--- src/rtl/choose_scene_pkg.sv ---
// Shared definitions for the grid selection scene:
// pixel classes, default colours and address width.
package choose_scene_pkg;

    localparam int ADDR_W = 17;

    localparam logic [11:0] DEF_FRAME_COLOR = 12'h000;
    localparam logic [11:0] DEF_BG_COLOR    = 12'hfff;

    typedef enum logic [1:0] {
        CLS_BG    = 2'd0,
        CLS_TILE  = 2'd1,
        CLS_FRAME = 2'd2
    } pix_cls_e;

    // Index width that stays legal for a count of one.
    function automatic int idx_w(input int n);
        return (n > 1) ? $clog2(n) : 1;
    endfunction

endpackage

--- src/rtl/grid_cursor.sv ---
// Cursor position, NAVIGATE/LOCKED selection FSM,
// highlight blink timer and the chosen pulse.
module grid_cursor
    import choose_scene_pkg::*;
#(
    parameter int COLS         = 4,
    parameter int ROWS         = 2,
    parameter int BLINK_FRAMES = 16,
    parameter int CW           = idx_w(COLS),
    parameter int RW           = idx_w(ROWS)
) (
    input  logic          clk,
    input  logic          rst,
    input  logic          frame_tick,
    input  logic          btn_left,
    input  logic          btn_right,
    input  logic          btn_up,
    input  logic          btn_down,
    input  logic          btn_confirm,
    input  logic          btn_back,
    output logic [CW-1:0] col_o,
    output logic [RW-1:0] row_o,
    output logic          locked_o,
    output logic          chosen_o,
    output logic          frame_visible_o
);

    localparam int BW = idx_w(BLINK_FRAMES);

    localparam logic [0:0] NAVIGATE = 1'b0;
    localparam logic [0:0] LOCKED   = 1'b1;

    localparam logic [CW-1:0] COL_MAX = CW'(COLS - 1);
    localparam logic [RW-1:0] ROW_MAX = RW'(ROWS - 1);
    localparam logic [BW-1:0] BLK_MAX = BW'(BLINK_FRAMES - 1);

    logic [0:0]    state_q, state_d;
    logic [CW-1:0] col_q, col_d;
    logic [RW-1:0] row_q, row_d;
    logic [BW-1:0] blink_q, blink_d;
    logic          vis_q, vis_d;
    logic          chosen_q, chosen_d;
    logic          moved;

    // Button arbitration (back wins, down loses) and cursor moves.
    always_comb begin
        state_d  = state_q;
        col_d    = col_q;
        row_d    = row_q;
        chosen_d = 1'b0;
        moved    = 1'b0;
        if (state_q == NAVIGATE) begin
            if (btn_back) begin
                moved = 1'b0;
            end else if (btn_confirm) begin
                state_d  = LOCKED;
                chosen_d = 1'b1;
            end else if (btn_left) begin
                col_d = (col_q == '0) ? COL_MAX
                                      : col_q - CW'(1);
                moved = 1'b1;
            end else if (btn_right) begin
                col_d = (col_q == COL_MAX) ? '0
                                           : col_q + CW'(1);
                moved = 1'b1;
            end else if (btn_up) begin
                row_d = (row_q == '0) ? ROW_MAX
                                      : row_q - RW'(1);
                moved = 1'b1;
            end else if (btn_down) begin
                row_d = (row_q == ROW_MAX) ? '0
                                           : row_q + RW'(1);
                moved = 1'b1;
            end
        end else if (btn_back) begin
            state_d = NAVIGATE;
        end
    end

    // Blink timer: held while locked, restarted by any move.
    always_comb begin
        blink_d = blink_q;
        vis_d   = vis_q;
        if (state_d == LOCKED || moved) begin
            blink_d = '0;
            vis_d   = 1'b1;
        end else if (frame_tick) begin
            if (blink_q == BLK_MAX) begin
                blink_d = '0;
                vis_d   = ~vis_q;
            end else begin
                blink_d = blink_q + BW'(1);
            end
        end
    end

    // Cursor state registers.
    always_ff @(posedge clk) begin
        if (rst) begin
            state_q  <= NAVIGATE;
            col_q    <= '0;
            row_q    <= '0;
            blink_q  <= '0;
            vis_q    <= 1'b1;
            chosen_q <= 1'b0;
        end else begin
            state_q  <= state_d;
            col_q    <= col_d;
            row_q    <= row_d;
            blink_q  <= blink_d;
            vis_q    <= vis_d;
            chosen_q <= chosen_d;
        end
    end

    assign col_o           = col_q;
    assign row_o           = row_q;
    assign locked_o        = (state_q == LOCKED);
    assign chosen_o        = chosen_q;
    assign frame_visible_o = vis_q;

endmodule

--- src/rtl/choose_grid_scene.sv ---
// Selection screen: tile grid from a sprite sheet with a
// blinking frame around the cursor tile.
module choose_grid_scene
    import choose_scene_pkg::*;
#(
    parameter int          COLS         = 4,
    parameter int          ROWS         = 2,
    parameter int          IMG          = 60,
    parameter int          SCALE_SH     = 1,
    parameter int          H0           = 20,
    parameter int          V0           = 80,
    parameter int          H_PITCH      = 160,
    parameter int          V_PITCH      = 160,
    parameter int          SHEET_W      = 480,
    parameter int          FRAME_T      = 2,
    parameter int          BLINK_FRAMES = 16,
    parameter int          MEM_LAT      = 1,
    parameter logic [11:0] FRAME_COLOR  = DEF_FRAME_COLOR,
    parameter logic [11:0] BG_COLOR     = DEF_BG_COLOR
) (
    input  logic              clk,
    input  logic              rst,
    input  logic [9:0]        h_cnt,
    input  logic [9:0]        v_cnt,
    input  logic              frame_tick,
    input  logic              btn_left,
    input  logic              btn_right,
    input  logic              btn_up,
    input  logic              btn_down,
    input  logic              btn_confirm,
    input  logic              btn_back,
    input  logic [11:0]       poke_mem_vga_data,
    output logic [ADDR_W-1:0] pixel_addr,
    output logic [11:0]       vga_data,
    output logic [7:0]        pokemon_id,
    output logic              locked,
    output logic              chosen
);

    localparam int TILE = IMG << SCALE_SH;
    localparam int CW   = idx_w(COLS);
    localparam int RW   = idx_w(ROWS);

    logic [CW-1:0] col;
    logic [RW-1:0] row;
    logic          frame_visible;

    grid_cursor #(
        .COLS         (COLS),
        .ROWS         (ROWS),
        .BLINK_FRAMES (BLINK_FRAMES),
        .CW           (CW),
        .RW           (RW)
    ) u_cursor (
        .clk             (clk),
        .rst             (rst),
        .frame_tick      (frame_tick),
        .btn_left        (btn_left),
        .btn_right       (btn_right),
        .btn_up          (btn_up),
        .btn_down        (btn_down),
        .btn_confirm     (btn_confirm),
        .btn_back        (btn_back),
        .col_o           (col),
        .row_o           (row),
        .locked_o        (locked),
        .chosen_o        (chosen),
        .frame_visible_o (frame_visible)
    );

    assign pokemon_id = 8'(32'(row) * COLS + 32'(col) + 1);

    logic [31:0] hx, vx;
    logic [31:0] tx, ty;
    logic [31:0] fx, fy;
    logic        tile_hit;
    logic        ring_box;
    logic        in_cur;
    pix_cls_e    cls0;

    assign hx = 32'(h_cnt);
    assign vx = 32'(v_cnt);

    // Tile hit search and sprite-sheet address.
    always_comb begin
        tile_hit   = 1'b0;
        pixel_addr = '0;
        tx         = '0;
        ty         = '0;
        for (int r = 0; r < ROWS; r++) begin
            for (int c = 0; c < COLS; c++) begin
                tx = 32'(H0 + c * H_PITCH);
                ty = 32'(V0 + r * V_PITCH);
                if (hx >= tx && hx < tx + TILE &&
                    vx >= ty && vx < ty + TILE) begin
                    tile_hit   = 1'b1;
                    pixel_addr = ADDR_W'(
                        ((vx - ty) >> SCALE_SH) * SHEET_W +
                        32'((r * COLS + c) * IMG) +
                        ((hx - tx) >> SCALE_SH));
                end
            end
        end
    end

    // Highlight ring around the cursor tile and class pick.
    always_comb begin
        fx = 32'(H0) + 32'(col) * H_PITCH;
        fy = 32'(V0) + 32'(row) * V_PITCH;
        ring_box = (hx + FRAME_T >= fx) &&
                   (hx < fx + TILE + FRAME_T) &&
                   (vx + FRAME_T >= fy) &&
                   (vx < fy + TILE + FRAME_T);
        in_cur = (hx >= fx) && (hx < fx + TILE) &&
                 (vx >= fy) && (vx < fy + TILE);
        if (frame_visible && ring_box && !in_cur)
            cls0 = CLS_FRAME;
        else if (tile_hit)
            cls0 = CLS_TILE;
        else
            cls0 = CLS_BG;
    end

    pix_cls_e    cls_q [MEM_LAT];
    pix_cls_e    cls_d [MEM_LAT];
    logic [11:0] vga_q, vga_d;

    // Class delay matching the BRAM latency, then colour mux.
    always_comb begin
        cls_d[0] = cls0;
        for (int i = 1; i < MEM_LAT; i++)
            cls_d[i] = cls_q[i-1];
        unique case (cls_q[MEM_LAT-1])
            CLS_FRAME: vga_d = FRAME_COLOR;
            CLS_TILE:  vga_d = poke_mem_vga_data;
            default:   vga_d = BG_COLOR;
        endcase
    end

    // Pixel pipeline registers.
    always_ff @(posedge clk) begin
        if (rst) begin
            vga_q <= '0;
            for (int i = 0; i < MEM_LAT; i++)
                cls_q[i] <= CLS_BG;
        end else begin
            vga_q <= vga_d;
            for (int i = 0; i < MEM_LAT; i++)
                cls_q[i] <= cls_d[i];
        end
    end

    assign vga_data = vga_q;

endmodule

--- config.mk ---
export PLATFORM = sky130hd
export DESIGN_NAME = choose_grid_scene
export DESIGN_NICKNAME = d
export VERILOG_FILES = /design/src/rtl/choose_scene_pkg.sv /design/src/rtl/grid_cursor.sv /design/src/rtl/choose_grid_scene.sv
export SDC_FILE = /design/constraint.sdc
export NUM_CORES = 1
export LEC_CHECK = 0
export CELL_PAD_IN_SITES_DETAIL_PLACEMENT = 1
export CELL_PAD_IN_SITES_GLOBAL_PLACEMENT = 2
export CORE_MARGIN = 2
export CORE_UTILIZATION = 36
export CTS_CLUSTER_DIAMETER = 200
export DETAILED_ROUTE_END_ITERATION = 8
export GPL_ROUTABILITY_DRIVEN = 0
export PLACE_DENSITY_LB_ADDON = 0.1
export REMOVE_ABC_BUFFERS = 1
export SETUP_SLACK_MARGIN = 0.05
export SLEW_MARGIN = 0
export SYNTH_ARGS = -nofsm -noshare
export SYNTH_HDL_FRONTEND = slang
export SYNTH_SLANG_ARGS = --single-unit
--- constraint.sdc ---
create_clock -name clk -period 7.2 [get_ports clk]
set_input_delay 0.72 -clock clk [delete_from_list [all_inputs] [get_ports clk]]
set_output_delay 0.72 -clock clk [all_outputs]
set_load 0.05 [all_outputs]
## Word-level counts from Yosys, hierarchy flattened

Memories as Yosys holds them, arrays and structs flattened.
Index checks and enable logic that the tools add are counted.

| storage, ports and cells | value |
|---|---|
| bits in registers | 22 |
| latch bits | 0 |
| RAM bits | 2 |
| ROM bits | 0 |
| bits of input ports | 41 |
| output and inout bits | 39 |
| word-level logic and storage cells | 161 |
| memories | 1 |

Memories:

| name | depth | width | rd ports | clocked after memory_dff | write ports | line | source |
|---|---|---|---|---|---|---|---|
| cls_q | 1 | 2 | 1 | 0 | 1 | choose_grid_scene.sv:124 | `pix_cls_e cls_q [MEM_LAT];` |

| cells by class | value |
|---|---|
| $add $sub $neg | 36 |
| multipliers | 4 |
| div/mod/pow operators | 0 |
| $lt $le $gt $ge | 20 |
| equal/unequal tests | 4 |
| shift-type cells | 0 |
| multiplexer cells | 44 |
| bitwise logic cells | 6 |
| reductions and logical operators | 39 |

Operators with widths:

| operator | number |
|---|---|
| $add 17x17->17 | 8 |
| $mux 17 | 8 |
| $add 32x2->32 const B | 2 |
| $lt 10x32->1 | 2 |
| $mul 31x4->12 const B | 2 |
| $add 17x9->17 const B | 3 |
| $add 17x8->17 const B | 2 |
| $lt 10x9->1 const B | 3 |
| $logic_and 1x1->1 | 28 |
| $mux 1 | 28 |
| $pmux 12 s2 | 1 |
| $add 10x2->11 const B | 2 |
| $sub 10x8->11 const B | 2 |
| $sub 10x9->11 const B | 2 |
| $ge 10x8->1 const B | 2 |
| $ge 10x9->1 const B | 2 |
| $lt 10x8->1 const B | 2 |
| $add 17x6->17 const B | 1 |
| $add 17x7->17 const B | 1 |
| $add 11x7->12 const B | 1 |
| $lt 10x12->1 | 1 |
| $mux 2 | 6 |
| $add 10x7->11 const B | 1 |
| $add 5x10->11 const A | 1 |
| other kinds (33) | 42 |

## Depth between registers and ports, before layout

| depth | value |
|---|---|
| depth in word-level cells | 15 |
| depth in mapped cells | 26 |
| mapped depth without buffers | 25 |

## Cells and area by module

From an unflattened synthesis, not the netlist that was laid out.

| second synthesis, totals | value |
|---|---|
| cell total of the unflattened synthesis | 1,249 |
| area total of the unflattened synthesis | 9,748.1 sq um |

Modules (own cells, without submodules):

| module | times used | cells an instance | area each (sq um) | sequential area each (sq um) |
|---|---|---|---|---|
| choose_grid_scene | 1 | 1,194 | 9,238.9 | 280.3 |
| grid_cursor | 1 | 55 | 509.2 | 200.2 |

## Worst setup path after synthesis

No wires, ideal clock.

| timing | value |
|---|---|
| path type | in2out |
| start point | in v_cnt[4] |
| end point | out pixel_addr[13] |
| arrival | 6,291 ps |
| data required time | 6,480 ps |
| slack | 189 ps |
| stages on the path | 18 |
| path buffers | 1 |
| path through | buf_2 inv_1 ha_1 xor2_1 inv_1 ha_1 xnor2_1 fa_1 inv_1 ha_1 xnor2_1 ha_1 ha_1 and3_1 a221o_1 xor2_1 a221oi_1 o41ai_1 |

| on the way | value |
|---|---|
| longest elaborated chain between the ends | 11 |
| elaborated cells between the ends (all ways) | 47 |
| classes of those cells | add/sub (17); mul (2); order compare (4); mux (8); reduce/logical (16) |

Ends and longest elaborated chain:

| element | line | source |
|---|---|---|
| from (decl) | choose_grid_scene.sv:24 | `input logic [9:0] v_cnt,` |
| $sub 10x7->11 or $ge 10x7->1 (tied branches) | choose_grid_scene.sv:98, choose_grid_scene.sv:95 |  |
| $mul 31x4->12 or $logic_and 1x1->1 (tied branches) | choose_grid_scene.sv:98, choose_grid_scene.sv:94 |  |
| $add 17x6->17, or another cell as far along | choose_grid_scene.sv:98 | `((vx - ty) >> SCALE_SH) * SHEET_W +` |
| $add 17x17->17 or $mux 17 (tied branches) | choose_grid_scene.sv:99, choose_grid_scene.sv:94 |  |
| $mux 17 (6 in a row) | choose_grid_scene.sv:94 | `if (hx >= tx && hx < tx + TILE &&` |
| $mux 17 * | choose_grid_scene.sv:94 |  |
| to (decl) | choose_grid_scene.sv:33 | `output logic [ADDR_W-1:0] pixel_addr,` |

Every way passes the cells marked *; elsewhere a longest branch is shown, timed or not.

## Worst setup path in the final report

| timing | value |
|---|---|
| start point | in v_cnt[1] |
| end point | out pixel_addr[16] |

Same word-level chain as after synthesis.

==> flow_summary.toml <==
[power_and_ir_drop]
p_leak_nw = 5.28
p_per_area_nw_per_um2 = 457
totalPowerFinal_mw = 5.20
irDropWorstVdd_mv = 0.155

[synth]
synth_ff_type = "dfxtp_1"
synth_enable_flop_cells = 0
synth_cells = 1239
avgSynthCellArea_um2 = 7.73
ys_seq_area_share_pct = 5.01
synth.yosys.warnings = 0
syn_area_um2 = 9580
yosysUniqueCellTypes = 83
async_flop_share_pct = 0
ys_ff_latch = 24

[outcome]
violations = "design-rule violations"
outcome = "complete, but fails checks"

[clocking]
cts_sinks = 24
cts_buffer_depth = 2
htree_num_levels = 1
cts-root-buf = "clkbuf_16"
cts_tree = "done"
numCtsBuffers = 3
clk_pin_slew_worst_paths_ps = 60
clock_latency_ps = 260

[floorplanning]
die_h_um = 167
die_area_um2 = 27900
ios = 80
core_um2 = 26100
rows = 59
fp.dieW_um = 167
start_util_pct = 36.7

[sta]
clock.fmax_mhz = 144
worst_slew_pin_slew_ps = 921
slew_viol_final = 0
setup_tns_ps = 0
finalSetupViolations = 0
finalCritPeriodShare_pct = 96.5
fin_crit_ps = 6950
hold_violations = 0
clock-skew-final_ps = 2.88
rsz0062_at_grt = "true"
relSlewSlack_pct = 38.6

[layout]
mostFrequentLayoutCells = "ha_1 (207), inv_1 (120), xnor2_1 (99), nor2_1 (95), a21oi_1 (73)"
num-nets-final = 1625
drive_above_1_share_pct = 8.92
diodes = 0
multi_input_area_um2 = 8630
regArea_um2 = 480
final_common_cell = "ha_1"
fillers = 3239
final_area_um2 = 11400
syn2layout_area_growth_pct = 18.5
fin_cells = 1681

[routing]
drt-vias-per-instance = 5.41
num_vias = 9101
ant_nets = 0
top_layer = "met4"
routed_wl_um = 31400
drtIter0Drc = 342
wl_met2_um = 15400
wl_per_cell_um = 18.7
met3_wirelength_um = 724
first_pass_iters = 7
drc_errors = 2
wl_met1_um = 15000

[worst_hold_path]
hp-class = "reg -> reg"
min_delay_path_depth = 1
hold_end = "u_cursor.chosen_o"
min-delay-start = "u_cursor.locked_o"

[critical_path]
reg2reg_depth = 10
end_kind = "output pin"
crit_type = "in -> out"
arrival_ps = 6230
worstSetupStartpoint = "v_cnt[1]"
reg2reg_to = "cls_q[0][0]"
rrSetupSlack_ps = 4960
start_kind = "input port"
r2r_start = "u_cursor.col_o[0]"
crit_required_ps = 6480
crit_path_max_fanout = 4

[placed_design]
io_buffers = 75
dp.cells = 1673
dpl.hpwl_um = 27000
place_area_um2 = 11100

[run]
max_cap_viol_count = 0

[grt]
antenna_found_initial = 0
grt_pass1_wl_um = 50600
grt_max_degree = 18
grt_pass1_vias = 9635
globalRouteOverflowTotal = 0
track_usage_pct = 22.2
-- worst max-delay path: stages --
cell	delay, ps
clkdlybuf4s50_1	460
fa_1	570
inv_1	70
fa_1	520
inv_1	60
ha_1	270
a21o_1	220
a21oi_2	210
xnor2_2	180
ha_1	290
ha_1	240
or4_1	410
and3_1	240
o41ai_4	330
o21bai_1	110
a21oi_1	180
xnor3_1	340
a221oi_2	250
nand3b_1	130
o221ai_2	250
buf_12	170
-- worst max path at each step --
stage                          end  cells after the start  slack (ps)
finish              pixel_addr[16]                     21         250
global placement    pixel_addr[16]                     23         100
global route        pixel_addr[16]                     23          -5
CTS                 pixel_addr[16]                     23          90
floorplan           pixel_addr[13]                     17         350
detailed placement  pixel_addr[16]                     21         -20
-- repair_timing --
| action | 4_1_cts | 5_1_grt |
|---|---|---|
| gates resized for setup | 3 | 27 |
| setup endpoints to repair | 1 | 4 |
| hold buffers | 0 | 0 |
| pin swaps | 0 | 9 |
| buffers inserted | 0 | 4 |
-- cell type report --
type	count	area share [%]
clock inverter	1	0.264
tap	335	3.69
sequential	24	4.23
timing repair buffer	134	11.1
inverter	122	4.03
multi-input combinational	1062	76.0
clock buffer	3	0.661
-- per-stage QoR --
step | util, % | hold WS [ps] | worst slack (ps)
3_3_place_gp | 42.4 | 485 | 104
6_report | 43.5 | 510 | 250
4_1_cts | 42.9 | 506 | 92.1
5_1_grt | 43.5 | 537 | -4.57
3_5_place_dp | 42.4 | 484 | -23.7
2_1_floorplan | - | 469 | 348
-- sequential cells by signal, indices dropped and copies added (netlist names) --
signal                    flops
vga_data                     12
u_cursor.frame_visible_o      1
u_cursor.row_o                1
cls_q                         2
u_cursor.chosen_o             1
u_cursor.locked_o             1
u_cursor.col_o                2
u_cursor.blink_q              4
-- layer usage --
layer	up-vias	global-route usage, %
met4	0	2.87
met2	100	40.0
met3	19	1.06
met5	-	0
li1	4608	-
met1	4374	30.2
-- power breakdown --
part	internal [mW]	switching (mW)	total [mW]
clock	0.111	0.0496	0.160
sequential	0.140	0.00305	0.143
combinational	2.22	2.67	4.89
total	2.47	2.73	5.20
-- Yosys cell counts (6+ instances only) --
library cell  instances  area share [%]
nand2_1              72             2.8
nor3_1               35             1.8
ha_1                212              28
o21ai_0              67             3.5
or3_1                 7            0.46
nor2b_1              16             1.0
clkbuf_1             21            0.82
o41ai_1               8            0.73
or2_2                 9            0.59
and2_1                6            0.39
o21bai_1             10            0.78
nand4_1               9            0.59
a31oi_1              13            0.85
xor2_1               49             4.5
nor4_1                7            0.46
dfxtp_1              24             5.0
a21o_1               20             1.6
a21oi_1              77             4.0
xnor2_1             105             9.6
a211oi_1             10            0.78
buf_2                 6            0.31
o21a_1               27             2.1
o211ai_1              6            0.47
nor2_1               97             3.8
inv_1               121             4.7
and3_1                8            0.52
fa_1                 25             5.2
a221oi_1             10            0.91
a22oi_1               8            0.63
nand2b_1             30             2.0
nand3_1              17            0.89
-- cells by family (layout without fill, tap and decap cells) --
logic type / Yosys count / after routing / share of synthesized area (%)
multiplexers: 9 / 9 / 0.992
flip-flops: 24 / 24 / 5.01
AO/OA/AOI/OAI: 321 / 321 / 22.4
other: 1 / 4 / 0.0391
AND/OR/NAND/NOR: 332 / 332 / 17.0
XOR/XNOR: 159 / 159 / 15.2
adder cells (fa/ha/maj): 237 / 237 / 32.9
buffers and inverters: 156 / 260 / 6.35
(Power assumes the default switching activity.)
